**src/rtl/iecdrv_head_ctl_pkg.sv**
```systemverilog
// Shared constants and types for the multi-drive head-position controller.
package iecdrv_head_ctl_pkg;

  // Half-track position width: 0..127 covers every legal head position.
  localparam int HTRK_W = 7;
  typedef logic [HTRK_W-1:0] htrk_t;

  // Stepper phase difference (new - old, mod 4) meaning one half-track in / out.
  localparam logic [1:0] MOVE_IN  = 2'd1;
  localparam logic [1:0] MOVE_OUT = 2'd3;

  // One track write-back request as presented to the SD track loader.
  typedef struct packed {
    logic [2:0] drv;
    htrk_t      htrack;
  } save_req_t;

  // Drive-index width, never narrower than one bit.
  function automatic int drv_w(input int n);
    return (n > 1) ? $clog2(n) : 1;
  endfunction

endpackage

```
**src/rtl/iecdrv_head_ctl_if.sv**
```systemverilog
// Track-save request port between the head controller and the SD track loader.
//
// Handshake: save_valid, save_drv and save_htrack are driven by the master and
// stay stable while save_valid is high and save_ready is low; a transfer
// happens on every clock edge where save_valid & save_ready are both high.
// The master may drop save_valid without a transfer only when the request is
// withdrawn because the drive received a new image.
interface iecdrv_head_ctl_if
  import iecdrv_head_ctl_pkg::*;
#(
  parameter int NUM_DRV = 4
);
  localparam int DRV_W = drv_w(NUM_DRV);

  logic             save_valid;
  logic             save_ready;
  logic [DRV_W-1:0] save_drv;
  htrk_t            save_htrack;

  modport master (output save_valid, output save_drv, output save_htrack, input save_ready);
  modport slave  (input save_valid, input save_drv, input save_htrack, output save_ready);
endinterface

```
**src/rtl/iecdrv_head_chan.sv**
```systemverilog
// One drive channel: stepper decode with half-track clamp, dirty tracking,
// single save slot with sticky overflow, and disk-change timeout emulation.
// Optional build macro IECDRV_IDLE_FLUSH_EN: a dirty track is also queued for
// write-back when drive activity stops.
module iecdrv_head_chan
  import iecdrv_head_ctl_pkg::*;
#(
  parameter int HTRK_MAX = 84,
  parameter int HTRK_RST = 36,
  parameter int CHG_W    = 25,
  parameter int WPS_BIT  = 23
) (
  input  logic       clk,
  input  logic       reset,
  input  logic       ce,
  input  logic [1:0] stp,
  input  logic       mtr,
  input  logic       act,
  input  logic       we,
  input  logic       img_mounted,
  input  logic       img_readonly,
  input  logic       img_present,
  input  logic       clr,
  output htrk_t      htrack,
  output logic       tr00_sense_n,
  output logic       wps_n,
  output logic       disk_present,
  output logic       pending,
  output htrk_t      slot_htrack,
  output logic       save_ovf,
  output logic       mount_edge
);

  logic [1:0]       stp_q;
  logic             mnt_q;
  logic             dirty;
  logic             ro_q;
  logic             pres_q;
  logic [CHG_W-1:0] timeout;
  logic [1:0]       move;
  logic             step_evt;
  logic             flush_evt;
  logic             save_evt;

  assign move       = stp - stp_q;
  assign step_evt   = mtr & move[0];
  assign mount_edge = img_mounted & ~mnt_q;

`ifdef IECDRV_IDLE_FLUSH_EN
  // Activity stopped with unsaved data: write the current track back.
  assign flush_evt = dirty & ~act;
`else
  logic unused_act;
  assign unused_act = act;
  assign flush_evt  = 1'b0;
`endif

  // Any odd phase move counts as a step for saving, even when clamped.
  assign save_evt = dirty & (step_evt | flush_evt);

  assign tr00_sense_n = (htrack != '0);
  assign wps_n        = ~ro_q ^ timeout[WPS_BIT];
  assign disk_present = pres_q & (timeout == '0);

  // Previous stepper phase and mount level for move / edge detection.
  always_ff @(posedge clk) begin
    if (reset) begin
      stp_q <= stp;
      mnt_q <= 1'b0;
    end else begin
      stp_q <= stp;
      mnt_q <= img_mounted;
    end
  end

  // Head position: one half-track per accepted step, clamped to 0..HTRK_MAX.
  always_ff @(posedge clk) begin
    if (reset) begin
      htrack <= htrk_t'(HTRK_RST);
    end else if (mtr && move == MOVE_IN && htrack < htrk_t'(HTRK_MAX)) begin
      htrack <= htrack + 1'b1;
    end else if (mtr && move == MOVE_OUT && htrack != '0) begin
      htrack <= htrack - 1'b1;
    end
  end

  // Dirty flag and save slot; the slot keeps the track the head is leaving.
  always_ff @(posedge clk) begin
    if (reset) begin
      dirty       <= 1'b0;
      pending     <= 1'b0;
      slot_htrack <= '0;
      save_ovf    <= 1'b0;
    end else if (mount_edge) begin
      dirty    <= 1'b0;
      pending  <= 1'b0;
      save_ovf <= 1'b0;
    end else begin
      if (clr) pending <= 1'b0;
      if (save_evt) begin
        if (pending) begin
          save_ovf <= 1'b1;
        end else begin
          pending     <= 1'b1;
          slot_htrack <= htrack;
        end
      end
      // A write in the step cycle belongs to the new track, so it wins.
      if (we) dirty <= 1'b1;
      else if (save_evt) dirty <= 1'b0;
    end
  end

  // Disk-change emulation: timeout reloads on mount, counts down on ce.
  always_ff @(posedge clk) begin
    if (reset) begin
      timeout <= '0;
      ro_q    <= 1'b0;
      pres_q  <= 1'b0;
    end else if (mount_edge) begin
      timeout <= '1;
      ro_q    <= img_readonly;
      pres_q  <= img_present;
    end else if (ce && timeout != '0) begin
      timeout <= timeout - CHG_W'(1);
    end
  end

endmodule

```
**src/rtl/iecdrv_head_ctl.sv**
```systemverilog
// Multi-drive head controller top: NUM_DRV drive channels plus a round-robin
// arbiter feeding one registered track-save request port.
// Optional build macro IECDRV_IDLE_FLUSH_EN (see iecdrv_head_chan).
module iecdrv_head_ctl
  import iecdrv_head_ctl_pkg::*;
#(
  parameter int NUM_DRV  = 4,
  parameter int HTRK_MAX = 84,
  parameter int HTRK_RST = 36,
  parameter int CHG_W    = 25,
  parameter int WPS_BIT  = 23
) (
  input  logic                      clk,
  input  logic                      reset,
  input  logic                      ce,
  input  logic [2*NUM_DRV-1:0]      stp,
  input  logic [NUM_DRV-1:0]        mtr,
  input  logic [NUM_DRV-1:0]        act,
  input  logic [NUM_DRV-1:0]        we,
  input  logic [NUM_DRV-1:0]        img_mounted,
  input  logic [NUM_DRV-1:0]        img_readonly,
  input  logic [NUM_DRV-1:0]        img_present,
  output logic [HTRK_W*NUM_DRV-1:0] htrack,
  output logic [NUM_DRV-1:0]        tr00_sense_n,
  output logic [NUM_DRV-1:0]        wps_n,
  output logic [NUM_DRV-1:0]        disk_present,
  iecdrv_head_ctl_if.master         save_if,
  output logic [NUM_DRV-1:0]        save_ovf
);

  localparam int DRV_W = drv_w(NUM_DRV);
  localparam int IDX_W = DRV_W + 1;

  logic [NUM_DRV-1:0] pending;
  logic [NUM_DRV-1:0] mount_edge;
  logic [NUM_DRV-1:0] clr;
  logic [NUM_DRV-1:0] avail;
  htrk_t              slot_ht [NUM_DRV];

  save_req_t          port_q;
  logic               port_valid;
  logic [DRV_W-1:0]   port_drv;
  logic [DRV_W-1:0]   last_drv;
  logic [DRV_W-1:0]   pick_drv;
  logic               pick_found;
  logic [IDX_W-1:0]   idx;
  logic               unused_drv_hi;

  for (genvar d = 0; d < NUM_DRV; d++) begin : g_chan
    iecdrv_head_chan #(
      .HTRK_MAX (HTRK_MAX),
      .HTRK_RST (HTRK_RST),
      .CHG_W    (CHG_W),
      .WPS_BIT  (WPS_BIT)
    ) u_chan (
      .clk          (clk),
      .reset        (reset),
      .ce           (ce),
      .stp          (stp[2*d +: 2]),
      .mtr          (mtr[d]),
      .act          (act[d]),
      .we           (we[d]),
      .img_mounted  (img_mounted[d]),
      .img_readonly (img_readonly[d]),
      .img_present  (img_present[d]),
      .clr          (clr[d]),
      .htrack       (htrack[d*HTRK_W +: HTRK_W]),
      .tr00_sense_n (tr00_sense_n[d]),
      .wps_n        (wps_n[d]),
      .disk_present (disk_present[d]),
      .pending      (pending[d]),
      .slot_htrack  (slot_ht[d]),
      .save_ovf     (save_ovf[d]),
      .mount_edge   (mount_edge[d])
    );
  end

  assign port_drv      = port_q.drv[DRV_W-1:0];
  assign unused_drv_hi = ^port_q.drv;

  // A slot being emptied by a mount this cycle must not be granted.
  assign avail = pending & ~mount_edge;

  // Completed transfer frees the granted drive's slot.
  assign clr = (port_valid & save_if.save_ready) ? (NUM_DRV'(1) << port_drv) : '0;

  assign save_if.save_valid  = port_valid;
  assign save_if.save_drv    = port_drv;
  assign save_if.save_htrack = port_q.htrack;

  // Round-robin pick: first available slot after the last granted drive.
  always_comb begin
    pick_found = 1'b0;
    pick_drv   = '0;
    idx        = '0;
    for (int i = 1; i <= NUM_DRV; i++) begin
      idx = {1'b0, last_drv} + IDX_W'(i);
      if (idx >= IDX_W'(NUM_DRV)) idx = idx - IDX_W'(NUM_DRV);
      if (!pick_found && avail[idx[DRV_W-1:0]]) begin
        pick_found = 1'b1;
        pick_drv   = idx[DRV_W-1:0];
      end
    end
  end

  // Save port register: hold until accepted or withdrawn, then regrant.
  always_ff @(posedge clk) begin
    if (reset) begin
      port_valid <= 1'b0;
      port_q     <= '0;
      last_drv   <= DRV_W'(NUM_DRV - 1);
    end else if (port_valid) begin
      if (save_if.save_ready || mount_edge[port_drv]) port_valid <= 1'b0;
    end else if (pick_found) begin
      port_valid    <= 1'b1;
      port_q.drv    <= 3'(pick_drv);
      port_q.htrack <= slot_ht[pick_drv];
      last_drv      <= pick_drv;
    end
  end

endmodule

```
**src/flat_wrapper.sv**
```systemverilog
// flat-port wrapper written by rule: the top's interface ports become plain ports
module iecdrv_head_ctl_flat import iecdrv_head_ctl_pkg::*;
#(
  parameter int NUM_DRV  = 4,
  parameter int HTRK_MAX = 84,
  parameter int HTRK_RST = 36,
  parameter int CHG_W    = 25,
  parameter int WPS_BIT  = 23
)
  (clk, reset, ce, stp, mtr, act, we, img_mounted, img_readonly, img_present, htrack, tr00_sense_n, wps_n, disk_present, save_ovf, save_if_save_valid, save_if_save_drv, save_if_save_htrack, save_if_save_ready);
  iecdrv_head_ctl_if #(.NUM_DRV(NUM_DRV)) save_if_i ();
  input  logic clk;
  input  logic reset;
  input  logic ce;
  input  logic [2*NUM_DRV-1:0] stp;
  input  logic [NUM_DRV-1:0] mtr;
  input  logic [NUM_DRV-1:0] act;
  input  logic [NUM_DRV-1:0] we;
  input  logic [NUM_DRV-1:0] img_mounted;
  input  logic [NUM_DRV-1:0] img_readonly;
  input  logic [NUM_DRV-1:0] img_present;
  output logic [HTRK_W*NUM_DRV-1:0] htrack;
  output logic [NUM_DRV-1:0] tr00_sense_n;
  output logic [NUM_DRV-1:0] wps_n;
  output logic [NUM_DRV-1:0] disk_present;
  output logic [NUM_DRV-1:0] save_ovf;
  output wire logic [$bits(save_if_i.save_valid)-1:0] save_if_save_valid;
  output wire logic [$bits(save_if_i.save_drv)-1:0] save_if_save_drv;
  output wire logic [$bits(save_if_i.save_htrack)-1:0] save_if_save_htrack;
  input wire logic [$bits(save_if_i.save_ready)-1:0] save_if_save_ready;
  assign save_if_save_valid = save_if_i.save_valid;
  assign save_if_save_drv = save_if_i.save_drv;
  assign save_if_save_htrack = save_if_i.save_htrack;
  assign save_if_i.save_ready = save_if_save_ready;
  iecdrv_head_ctl #(.NUM_DRV(NUM_DRV), .HTRK_MAX(HTRK_MAX), .HTRK_RST(HTRK_RST), .CHG_W(CHG_W), .WPS_BIT(WPS_BIT)) u_core (.clk(clk), .reset(reset), .ce(ce), .stp(stp), .mtr(mtr), .act(act), .we(we), .img_mounted(img_mounted), .img_readonly(img_readonly), .img_present(img_present), .htrack(htrack), .tr00_sense_n(tr00_sense_n), .wps_n(wps_n), .disk_present(disk_present), .save_if(save_if_i), .save_ovf(save_ovf));
endmodule
```
**config.mk**
```make
export PLATFORM = sky130hd
export DESIGN_NAME = iecdrv_head_ctl_flat
export DESIGN_NICKNAME = d
export VERILOG_FILES = /design/src/rtl/iecdrv_head_ctl_pkg.sv /design/src/rtl/iecdrv_head_ctl_if.sv /design/src/rtl/iecdrv_head_chan.sv /design/src/rtl/iecdrv_head_ctl.sv /design/src/flat_wrapper.sv
export SDC_FILE = /design/constraint.sdc
export NUM_CORES = 1
export LEC_CHECK = 0
export CELL_PAD_IN_SITES_DETAIL_PLACEMENT = 1
export CELL_PAD_IN_SITES_GLOBAL_PLACEMENT = 1
export CORE_UTILIZATION = 49
export CTS_BUF_LIST = sky130_fd_sc_hd__clkbuf_8
export CTS_CLUSTER_SIZE = 14
export DETAILED_ROUTE_END_ITERATION = 10
export PLACE_DENSITY_LB_ADDON = 0.25
export SYNTH_ARGS = -nofsm -noshare
export SYNTH_HDL_FRONTEND = slang
export SYNTH_SLANG_ARGS = --single-unit
```
**constraint.sdc**
```tcl
create_clock -name clk -period 9.9 [get_ports clk]
set_clock_uncertainty 0.05 [all_clocks]
set_input_delay 2.475 -clock clk [delete_from_list [all_inputs] [get_ports clk]]
set_output_delay 2.475 -clock clk [all_outputs]
set_load 0.02 [all_outputs]
```
**Word level (Yosys, flattened, before mapping)**

Cells that the tools add are included.

- Shift-type cells: 1
- Equality and inequality tests: 8
- Divide/modulo/power cells: 0
- Reductions and logical operators: 64
- $add $sub $neg: 24
- $mul: 0
- Muxes and demuxes: 65
- Order comparisons: 14
- Bitwise logic cells: 41

Operators by type and width:

| kind | number |
|---|---|
| 2-to-1 mux 25 bit | 8 |
| zero test 25 bit | 4 |
| nonzero test 25 bit | 4 |
| subtractor 25 x 1 -> 25 bit (second input constant) | 4 |
| 2-to-1 mux 7 bit | 10 |
| 2-to-1 mux 1 bit | 32 |
| adder 7 x 1 -> 7 bit (second input constant) | 4 |
| < comparator 7 bit (second input constant) | 4 |
| nonzero test 7 bit | 4 |
| subtractor 7 x 1 -> 7 bit (second input constant) | 4 |
| nonzero test 2 bit | 12 |
| logical AND 1 bit | 23 |
| bitwise AND 1 bit | 17 |
| NOT 1 bit | 17 |
| 2-to-1 mux 2 bit | 8 |
| greater-or-equal comparator 3 bit (second input constant) | 5 |
| < comparator 2 x 3 -> 1 bit (second input constant) | 5 |
| binary-select mux 7 bit (select 2 bit) | 1 |
| AND reduction 3 bit | 4 |
| binary-select mux 1 bit (select 2 bit) | 5 |
| AND reduction 2 bit | 5 |
| == test 2 x 1 -> 1 bit (second input constant) | 4 |
| == test 2 bit (second input constant) | 4 |
| OR reduction 2 bit | 4 |
| 13 further kinds | 25 |

- Latch bits: 0
- Output and inout port bits: 54
- Word-level logic and storage cells: 261
- Register bits: 200
- Input port bits: 36
- Memory bits (read-only): 0
- RAM bits: 0
- Memories: 0

**Logic depth before layout (Yosys ltp)**

Gate-level depths: netlist of the first run.

- Word-level depth: 20
- Mapped depth: 13
- Depth with buffers taken out: 13

**Cells and area by module**

From an unflattened synthesis of the first run, not the netlist that was laid out.

- Cells, all modules: 1149
- Area total of the unflattened synthesis: 10760.3 µm²

Modules (own cells, without submodules):

| module | sequential area each (µm²) | area an instance (µm²) | times used | cells an instance |
|---|---|---|---|---|
| iecdrv_head_chan (u_core.g_chan[1].u_chan ...) | 940.9 | 2447.3 | 2 | 262 |
| iecdrv_head_chan (u_core.g_chan[3].u_chan) | 940.9 | 2486.1 | 1 | 261 |
| iecdrv_head_chan (u_core.g_chan[0].u_chan) | 940.9 | 2456.1 | 1 | 257 |
| iecdrv_head_ctl | 240.2 | 923.4 | 1 | 107 |

**Worst setup path after synthesis of the first run**

OpenSTA, ideal clock, no wires.

- Path kind: input-to-reg
- Start point: input port stp[0]
- End point: register u_core.g_chan[0].u_chan.htrack[6]
- Arrival time: 4872 ps
- Required time: 9722 ps
- Path buffers: 0
- Stages: 11
- Setup slack: 4850 ps
- Setup time: 128 ps
- Cells stage by stage: inv_1 > ha_1 > nor2b_1 > o211ai_1 > fa_1 > a211oi_1 > o21bai_1 > a21oi_1 > mux2i_1 > xnor2_1 > nor2_1

- Longest elaborated chain between the ends: 5
- Elaborated cells on any way between the ends: 9
- Classes of those cells: add/sub: 1; eq/ne: 2; mux: 1; reduce/logical: 5

RTL lines:

| what | RTL line | source |
|---|---|---|
| from (decl) | flat_wrapper.sv:15 | `input logic [2*NUM_DRV-1:0] stp;` |
| subtractor 2 bit (*) | iecdrv_head_chan.sv:45 | `assign move = stp - stp_q;` |
| == test 2 x 1 -> 1 bit / == test 2 bit (equally long branches) | iecdrv_head_chan.sv:80, iecdrv_head_chan.sv:82 |  |
| logical AND 1 bit, on equally long branches (2 in series) | iecdrv_head_chan.sv:80, iecdrv_head_chan.sv:82 |  |
| 2-to-1 mux 7 bit / nonzero test 2 bit (equally long branches) | - |  |
| to (signal assigned) | iecdrv_head_chan.sv:79 | `htrack <= htrk_t'(HTRK_RST);` |
| to (signal assigned) | iecdrv_head_chan.sv:81 | `htrack <= htrack + 1'b1;` |
| to (signal assigned) | iecdrv_head_chan.sv:83 | `htrack <= htrack - 1'b1;` |
| to (decl) | iecdrv_head_chan.sv:24 | `output htrk_t htrack,` |

Mark *: on every way between the ends. The rest lies on a longest branch, timed or not.
A chain may end at the register's enable or synchronous reset.

**Worst setup path in the final report of the first run**

- Start point: register u_core.g_chan[3].u_chan.timeout[9]
- End point: output port disk_present[3]

- Longest elaborated chain between the ends: 2

RTL lines:

| what | RTL line | source |
|---|---|---|
| from (decl) | iecdrv_head_chan.sv:39 | `logic [CHG_W-1:0] timeout;` |
| from (signal assigned) | iecdrv_head_chan.sv:125 | `timeout <= timeout - CHG_W'(1);` |
| zero test 25 bit | iecdrv_head_chan.sv:63 | `assign disk_present = pres_q & (timeout == '0);` |
| bitwise AND 1 bit | iecdrv_head_chan.sv:63 |  |
| to (decl) | flat_wrapper.sv:25 | `output logic [NUM_DRV-1:0] disk_present;` |

No other way between the ends.

==> results_dict.tcl, run 1 <==
set metrics [dict create \
    netlist.area_leader.share_pct 40.7 \
    die_w_um 144 \
    drtAntennaViolNets 0 \
    finalWorstSetupSlack_ps 4080 \
    cts.clk_slew.worst_paths_ps 100 \
    cts_sinks 200 \
    synthTopCellsByCount "dfxtp_1, a21oi_1, nand2_1, nor2_1, xor2_1" \
    r2r-start "u_core.g_chan[0].u_chan.stp_q[0]" \
    grtUsageTotal_pct 24.1 \
    htree_levels 4 \
    synth.most_common_cell "dfxtp_1" \
    synth_area_mm2 0.00983 \
    cp_cell_sequence "or4_1 -> nor4_2 -> and3_1 -> and2_1 -> clkdlybuf4s50_1" \
    clockRootBuffer "clkbuf_8" \
    die_h_um 144 \
    ys_seq_elements 200 \
    min_from "u_core.g_chan[1].u_chan.pres_q" \
    core_mm2 0.0196 \
    drt-total-wl_um 23800 \
    setup_tns_ps 0 \
    post-route-period-util_pct 58.8 \
    rsz0062_at_grt "no" \
    drt_iter0_drc 340 \
    clockBufferDepth 2 \
    synth_area_leader_cell "dfxtp_1" \
    yosys_warnings 0 \
    cap_violations 0 \
    async_flop_share_pct 0 \
    grt_pass1_vias 7991 \
    cts_tree "yes" \
    diodes 0 \
    die_area_mm2 0.0206 \
    cp_max_fo 8 \
    hold_path.class "flop to flop" \
    num_vias 7973 \
    rr_worst_depth 11 \
    antenna_found_initial 0 \
    clock_latency_ps 460 \
    synth-main-ff-cell "dfxtp_1" \
    place_ws_ps 3930 \
    worst_pin_slew_ps 950 \
    run_status "finished clean" \
    cp_top_family "simple AND/OR/NAND/NOR gates" \
    initial_core_util_pct 50.2 \
    synth.area.top_cells "dfxtp_1, a21oi_1, xor2_1, mux2i_1, xnor2_1" \
    slew_headroom_pct 35.8 \
    grt_start_max_net_pins 124 \
    nFillCells 2335 \
    cp_slowest_stage_delay_ps 660 \
    hold_viol_final 0 \
    switching_share_pct 31.9 \
    cts_hold_buf 0 \
    num_rows 51 \
    reg2reg_slack_ps 6650 \
    p_seq_share_pct 49.3 \
    dp_hpwl_um 16600 \
    crit_type "flop to output port" \
    overflow 0 \
    final_nets 1225 \
    routed_via_density 5.59 \
    syn-num-nets 1169 \
    io_pins 90 \
    drive_gt1_share_pct 5.25 \
    finalSetupViolCount 0 \
    slowest_stage "or4_1" \
    min_to "u_core.g_chan[1].u_chan.pres_q" \
    p_leak_nw 4.13 \
    p_per_area_mw_per_mm2 173 \
    yosysSeqAreaShare_pct 40.7 \
    finalMaxSlewViolations 0 \
    p_switching_mw 0.618 \
    total_power_mw 1.94 \
    cp.required_ps 7380 \
    min_path_cells 2 \
    routedWlPerCell_um 16.7 \
    startpoint_type "flop" \
    firstDrtPassIters 4 \
    synth_cell_types 60 \
    synth-edff-count 0 \
    drc 0 \
    post-cts-setup-buffer-count 0 \
    numCtsBuffers 17 \
    ir_worst_vdd_mv 0.0921 \
    combPwrFrac_pct 24.4 \
    portBuffers 85 \
    min_period_ps 5820 \
    internal_power_mw 1.32 \
    grt_pass1_wl_um 39600 \
    synth_area_per_cell_um2 9.00 \
    end_kind "output port" \
    ctsResizeCount 0 \
    worstReg2RegEnd "u_core.g_chan[0].u_chan.htrack[6]" \
    place_congestion 0.791 \
    clock.fmax_mhz 172 \
    synth_cells 1093 \
    clockPowerShare_pct 26.3 \
    cp.arrival_ps 3290 \
    area_delta_synth_final_pct 13.9 \
    crit_buf_inv 1 \
]
==> worst max-delay path by stage <==
stage                                             startpoint                                 to  depth (start not counted)
final                     u_core.g_chan[3].u_chan.timeout[9]                    disk_present[3]                          5
after global routing      u_core.g_chan[3].u_chan.timeout[9]                    disk_present[3]                          5
after CTS                 u_core.g_chan[3].u_chan.timeout[9]                    disk_present[3]                          5
after detailed placement                              stp[0]  u_core.g_chan[0].u_chan.htrack[6]                         13
after global placement                                stp[0]  u_core.g_chan[0].u_chan.htrack[6]                         13
after floorplan                                       stp[0]  u_core.g_chan[0].u_chan.htrack[6]                         11
==> state kept, by name, summed over array words and instances, names as in the netlist <==
signal / flops
u_core.g_chan.u_chan.dirty: 4
u_core.g_chan.u_chan.pres_q: 4
u_core.save_if.save_valid: 1
u_core.last_drv: 2
u_core.g_chan.u_chan.ro_q: 4
u_core.g_chan.u_chan.mnt_q: 4
u_core.save_if.save_drv: 2
u_core.save_if.save_htrack: 7
u_core.g_chan.u_chan.timeout: 100
u_core.g_chan.u_chan.save_ovf: 4
u_core.g_chan.u_chan.slot_htrack: 28
u_core.g_chan.u_chan.stp_q: 8
u_core.g_chan.u_chan.pending: 4
u_core.g_chan.u_chan.htrack: 28
==> power groups by stage <==
| stage | combinational [mW] | sequential, mW | clock, mW |
|---|---|---|---|
| 3_5_place_dp | 0.470 | 0.972 | 0 |
| 4_1_cts | 0.476 | 0.954 | 0.526 |
| 5_1_grt | 0.528 | 0.965 | 0.555 |
| 6_report | 0.473 | 0.954 | 0.510 |
| 2_1_floorplan | 0.320 | 0.971 | 0 |
| 3_3_place_gp | 0.451 | 0.968 | 0 |
==> cell families after synthesis <==
group / synth area share (%)
flops: 40.7
buf+inv: 3.78
simple gates: 19.1
mux: 6.27
xor+xnor: 10.9
fa+ha+maj: 5.40
compound gates: 13.8
==> cell usage in the layout (no fill, tap or decap), types with 9 or more instances in the layout <==
cell type          n
nor2b_1           16
a21oi_1          138
nand2_1           92
buf_4             14
clkbuf_8          18
xnor2_1           54
inv_1             22
o21ai_0           13
xor2_1            68
ha_1              36
a211oi_1          13
nand3b_1          11
dfxtp_1          200
mux2i_1           56
nor4_1            23
nor3b_1            9
o21bai_1          10
nand2b_1          10
nor2_1            89
a21o_1             9
a31oi_1            9
nor3_1            38
clkdlybuf4s50_1   84
or4_1             14
nand3_1           21
==> layer usage <==
metal  part of all wire (%)  global-route usage [%]
met1                     46                    30.4
met2                     51                    42.7
met3                    2.7                    4.67
met4                   0.88                    4.93
met5                      0                       0
==> per-stage QoR <==
| stage | instances | hold slack [ps] | instance area [µm²] | utilization, % |
|---|---|---|---|---|
| CTS | 1426 | 413 | 11200 | 57.2 |
| global route | 1426 | 441 | 11200 | 57.2 |
| global placement | 1395 | 388 | 10800 | 55.3 |
| detailed placement | 1395 | 399 | 10800 | 55.3 |
| finish | 1426 | 409 | 11200 | 57.2 |
| floorplan | 1093 | 382 | 9830 | - |
==> worst register-to-register path: stages (launching register included) <==
cell,delay (ps)
dfxtp_1,310
ha_1,270
nor2b_1,500
o211ai_1,200
buf_4,250
fa_1,440
a211oi_1,360
o21bai_1,140
a21oi_1,190
mux2i_1,230
xnor2_1,140
nor2_1,50
==> layout make-up <==
cell class	count	area, µm²	share of cell area, %
clock buffer	18	248	2.21
timing repair buffer	99	957	8.54
clock inverter	13	131	1.17
inverter	20	75.1	0.670
sequential	200	4000	35.7
multi-input combinational	811	5460	48.7
tap	265	332	2.96
Note: power is estimated with default switching activity, not from simulation.
==> run 2: changes to the inputs <==
--- a/config.mk
+++ b/config.mk
@@ -7,7 +7,7 @@
 export LEC_CHECK = 0
 export CELL_PAD_IN_SITES_DETAIL_PLACEMENT = 1
 export CELL_PAD_IN_SITES_GLOBAL_PLACEMENT = 1
-export CORE_UTILIZATION = 49
+export CORE_UTILIZATION = 46
 export CTS_BUF_LIST = sky130_fd_sc_hd__clkbuf_8
 export CTS_CLUSTER_SIZE = 14
 export DETAILED_ROUTE_END_ITERATION = 10
==> constraint.sdc (replaced) <==
create_clock -name clk -period 5.8 [get_ports clk]
set_clock_uncertainty 0.05 [all_clocks]
set_input_delay 1.45 -clock clk [delete_from_list [all_inputs] [get_ports clk]]
set_output_delay 1.45 -clock clk [all_outputs]
set_load 0.02 [all_outputs]
==> run 2 against run 1 <==
Net effect:
- cell count increased by 0.84%
- critical path depth unchanged
- global-route usage decreased by 1.5 points
- clock-buffer cell count unchanged
- sequential share of layout area decreased by 0.092 points
- combinational power increased by 71%
- flip-flop and latch count unchanged
- register-to-register slack got worse by 3900 ps
- critical path type unchanged
- largest power group unchanged
==> results_dict.tcl, run 2 (synthesized netlist as in run 1, its figures left out) <==
set metrics [dict create \
    fin_area_mm2 0.0112 \
    dp_hpwl_um 16400 \
    cp.required_ps 4300 \
    wl_met3_um 678 \
    hold_viol_final 0 \
    grt_start_max_net_pins 109 \
    cts.clk_slew.worst_paths_ps 100 \
    initial_core_util_pct 46.8 \
    multiInputGateArea_mm2 0.00546 \
    cts_sinks 200 \
    area_delta_synth_final_pct 14.2 \
    crit_buf_inv 1 \
    clockRootBuffer "clkbuf_8" \
    grt_pass1_wl_um 40400 \
    cp_top_family "simple AND/OR/NAND/NOR gates" \
    cts_tree "yes" \
    min_period_ps 4840 \
    nFillCells 2423 \
    cts_hold_buf 0 \
    num_rows 53 \
    routed_via_density 5.49 \
    finalMaxSlewViolations 0 \
    num_vias 7899 \
    io_pins 90 \
    hold_path.class "flop to flop" \
    end_kind "output port" \
    drc 0 \
    setup_tns_ps 0 \
    dr_wl_met2_um 11700 \
    p_leak_nw 4.14 \
    top_regs "u_core.g_chan.u_chan.timeout (100), u_core.g_chan.u_chan.htrack (28), u_core.g_chan.u_chan.slot_htrack (28)" \
    clockBufferDepth 2 \
    die_w_um 148 \
    final-instance-count-excl-fill 1438 \
    run_status "finished clean" \
    routedWlPerCell_um 16.5 \
    finalSetupViolCount 0 \
    ir_worst_vdd_mv 0.153 \
    top_register "u_core.g_chan.u_chan.timeout" \
    rsz0062_at_grt "no" \
    cp_max_fo 8 \
    diodes 0 \
    grt_pass1_vias 8180 \
    worst_pin_slew_ps 979 \
    portBuffers 85 \
    post-place-cells 1407 \
    slowest_stage "or4_1" \
    die_h_um 148 \
    clock.fmax_mhz 207 \
    reg2reg_slack_ps 2710 \
    layout_commonest_cell "dfxtp_1" \
    firstDrtPassIters 4 \
    place_congestion 0.818 \
    numCtsBuffers 17 \
    cp.arrival_ps 3340 \
    antenna_found_initial 0 \
    highest_layer "met4" \
    wl_met1_um 11100 \
    grtUsageTotal_pct 22.6 \
    crit_type "flop to output port" \
    cp_slowest_stage_delay_ps 670 \
    drive_gt1_share_pct 5.42 \
    post-route-period-util_pct 83.5 \
    ctsResizeCount 0 \
    core_mm2 0.0210 \
    p_per_area_mw_per_mm2 295 \
    htree_levels 4 \
    final_nets 1227 \
    seq_area_mm2 0.00400 \
    drt_iter0_drc 257 \
    drt-total-wl_um 23800 \
    total_power_mw 3.31 \
    mostFrequentLayoutCells "dfxtp_1, a21oi_1, nand2_1" \
    overflow 0 \
    cap_violations 0 \
    cp_cell_sequence "or4_1 -> nor4_2 -> and3_1 -> and2_1 -> clkdlybuf4s50_1" \
    placed_cell_area_mm2 0.0109 \
    die_area_mm2 0.0220 \
    drtAntennaViolNets 0 \
    largest_reg_flops 100 \
    clock_latency_ps 480 \
    slew_headroom_pct 33.8 \
    startpoint_type "flop" \
    post-cts-setup-buffer-count 0 \
]
run 2: cell count changes in the layout (fill, tap and decap cells not counted), sizes merged:
cell,before,now
clkinv,5,6
buf,15,17
clkinvlp,3,2
run 2: final cells by class:
type	instances	share of cell area, %
Multi-Input combinational cell	811	48.6
Sequential cell	200	35.6
Timing Repair Buffer	101	8.65
Tap cell	275	3.06
Clock buffer	18	2.21
Clock inverter	13	1.18
Inverter	20	0.668
run 2: metal layers:
metal / vias to the layer above / GRT usage [%]
met1: 3829 / 28.4
met5: - / 0
met4: 0 / 5.98
met2: 79 / 39.4
met3: 24 / 4.48
li1: 3967 / -
run 2: path summary, 6_finish.rpt:
kind / from / to / depth (start not counted)
worst max-delay path: u_core.g_chan[3].u_chan.timeout[9] / disk_present[3] / 5
worst min-delay path: u_core.g_chan[2].u_chan.pres_q / u_core.g_chan[2].u_chan.pres_q / 2
worst max register to register: u_core.g_chan[1].u_chan.stp_q[0] / u_core.g_chan[1].u_chan.htrack[6] / 10
worst min register to register: u_core.g_chan[2].u_chan.pres_q / u_core.g_chan[2].u_chan.pres_q / 2
run 2: power breakdown:
| group | leakage [nW] | internal, mW | switching, mW |
|---|---|---|---|
| Sequential | 1.65 | 1.48 | 0.140 |
| Combinational | 2.29 | 0.377 | 0.431 |
| Clock | 0.197 | 0.390 | 0.492 |
| Total | 4.14 | 2.25 | 1.06 |
run 2: tightest hold or removal path: stages, from the launching register on:
cell	delay, ps
dfxtp_1	320
nand2_1	50
a21oi_1	60
run 2: metrics by stage:
| stage | hold WS (ps) | worst slack (ps) | utilization, % |
|---|---|---|---|
| floorplan | 382 | 1780 | - |
| global placement | 389 | 1050 | 51.6 |
| global route | 442 | 749 | 53.4 |
| finish | 417 | 958 | 53.4 |
| CTS | 419 | 920 | 53.4 |
| detailed placement | 406 | 1050 | 51.6 |
==> run 3: changes to the inputs <==
--- a/config.mk
+++ b/config.mk
@@ -7,7 +7,7 @@
 export LEC_CHECK = 0
 export CELL_PAD_IN_SITES_DETAIL_PLACEMENT = 1
 export CELL_PAD_IN_SITES_GLOBAL_PLACEMENT = 1
-export CORE_UTILIZATION = 46
+export CORE_UTILIZATION = 41
 export CTS_BUF_LIST = sky130_fd_sc_hd__clkbuf_8
 export CTS_CLUSTER_SIZE = 14
 export DETAILED_ROUTE_END_ITERATION = 10
==> constraint.sdc (replaced) <==
create_clock -name clk -period 4.2 [get_ports clk]
set_clock_uncertainty 0.05 [all_clocks]
set_input_delay 1.05 -clock clk [delete_from_list [all_inputs] [get_ports clk]]
set_output_delay 1.05 -clock clk [all_outputs]
set_load 0.02 [all_outputs]
==> run 3 against run 2 <==
Net effect:
- largest power group unchanged
- clock-buffer cell count fell by 1
- die area rose by 12%
- largest cell class unchanged
- clock power rose by 34%
- combinational power rose by 39%
==> results_dict.tcl, run 3 (synthesized netlist as in run 1, its figures left out) <==
set metrics [dict create \
    run_status "finished clean" \
    dr_wl_met2_um 11500 \
    drc 0 \
    hold_viol_final 0 \
    end_kind "output port" \
    overflow 0 \
    place_ws_ps 58.6 \
    numCtsBuffers 17 \
    rsz0062_at_grt "no" \
    cp.required_ps 3100 \
    top_register "u_core.g_chan.u_chan.timeout" \
    grt_start_max_net_pins 108 \
    cp_slowest_stage_delay_ps 630 \
    fin_hold_ws_ps 411 \
    final-instance-count-excl-fill 1501 \
    finalSetupViolCount 0 \
    placed_cell_area_mm2 0.0110 \
    setup_tns_ps 0 \
    wl_met3_um 665 \
    num_vias 7976 \
    clockRootBuffer "clkbuf_8" \
    wl_met1_um 11100 \
    dp_hpwl_um 16300 \
    clock_latency_ps 480 \
    highest_layer "met4" \
    core_mm2 0.0235 \
    slowest_stage "nor4_1" \
    finalMaxSlewViolations 0 \
    drtAntennaViolNets 0 \
    top_regs "u_core.g_chan.u_chan.timeout (100), u_core.g_chan.u_chan.htrack (28), u_core.g_chan.u_chan.slot_htrack (28)" \
    nFillCells 2781 \
    io_pins 90 \
    antenna_found_initial 0 \
    mostFrequentLayoutCells "dfxtp_1, a21oi_1, nand2_1" \
    ir_worst_vdd_mv 0.250 \
    cp_cell_sequence "nor4_1 -> and4b_1 -> and3_1 -> clkdlybuf4s50_1" \
    cap_violations 0 \
    startpoint_type "flop" \
    diodes 0 \
    num_rows 56 \
    initial_core_util_pct 41.9 \
    fin_area_mm2 0.0114 \
    min_period_ps 3880 \
    portBuffers 85 \
    cts.clk_slew.worst_paths_ps 90 \
    cts_sinks 200 \
    grt_pass1_wl_um 39800 \
    grtUsageTotal_pct 20.1 \
    largest_reg_flops 100 \
    drt_iter0_drc 288 \
    routed_via_density 5.31 \
    die_h_um 157 \
    final_util_pct 48.6 \
    htree_levels 4 \
    worst_pin_slew_ps 850 \
    finalWorstSetupSlack_ps 319 \
    hold_path.class "flop to flop" \
    clockBufferDepth 2 \
    cp.arrival_ps 2780 \
    crit_type "flop to output port" \
    die_w_um 157 \
    seq_area_mm2 0.00400 \
    clock.fmax_mhz 258 \
    drt-total-wl_um 23400 \
    final_nets 1245 \
    area_delta_synth_final_pct 16.0 \
    grt_pass1_vias 8067 \
    place_congestion 0.834 \
    cp_max_fo 7 \
    routedWlPerCell_um 15.6 \
    p_leak_nw 4.24 \
    multiInputGateArea_mm2 0.00546 \
    slew_headroom_pct 43.3 \
    p_per_area_mw_per_mm2 398 \
    total_power_mw 4.55 \
    post-route-period-util_pct 92.4 \
    firstDrtPassIters 4 \
    layout_commonest_cell "dfxtp_1" \
    post-place-cells 1469 \
    cts_tree "yes" \
    cts_hold_buf 0 \
    die_area_mm2 0.0246 \
    drive_gt1_share_pct 6.94 \
]
## run 3: power breakdown
part           switching, mW  internal (mW)
combinational          0.588          0.536
sequential             0.195           2.05
clock                  0.706          0.470
total                   1.49           3.06
## run 3: final timing paths
path / startpoint / end / slack, ps / cells past startpoint
worst max register to register: u_core.g_chan[2].u_chan.stp_q[0] / u_core.g_chan[2].u_chan.htrack[6] / 1370 / 12
worst min register to register: u_core.g_chan[0].u_chan.pres_q / u_core.g_chan[0].u_chan.pres_q / 410 / 2
worst min-delay path: u_core.g_chan[0].u_chan.pres_q / u_core.g_chan[0].u_chan.pres_q / 410 / 2
worst max-delay path: u_core.g_chan[2].u_chan.timeout[6] / disk_present[2] / 320 / 4
## run 3: worst max-delay path, delay by kind of cell (launching register included)
kind          cells  cell delay (ps)
buf+inv           1              600
flops             1              350
simple gates      3             1350
## run 3: area by class of cell
cell class,instances,area share [%]
Sequential cell,200,35.1
Multi-Input combinational cell,811,47.9
Tap cell,319,3.50
Inverter,20,0.658
Clock inverter,15,1.12
Timing Repair Buffer,119,9.73
Clock buffer,17,2.05
## run 3: repair_timing
item                       in CTS  in global routing
setup buffers                   0                  0
resized for setup               1                  1
setup endpoints to repair       1                  1
hold endpoints to repair        0                  0
## run 3: routing by layer
layer,up-vias,global-route usage (%)
met5,-,0
met4,0,5.14
met3,16,3.88
met2,75,34.5
met1,3881,25.6
li1,4004,-
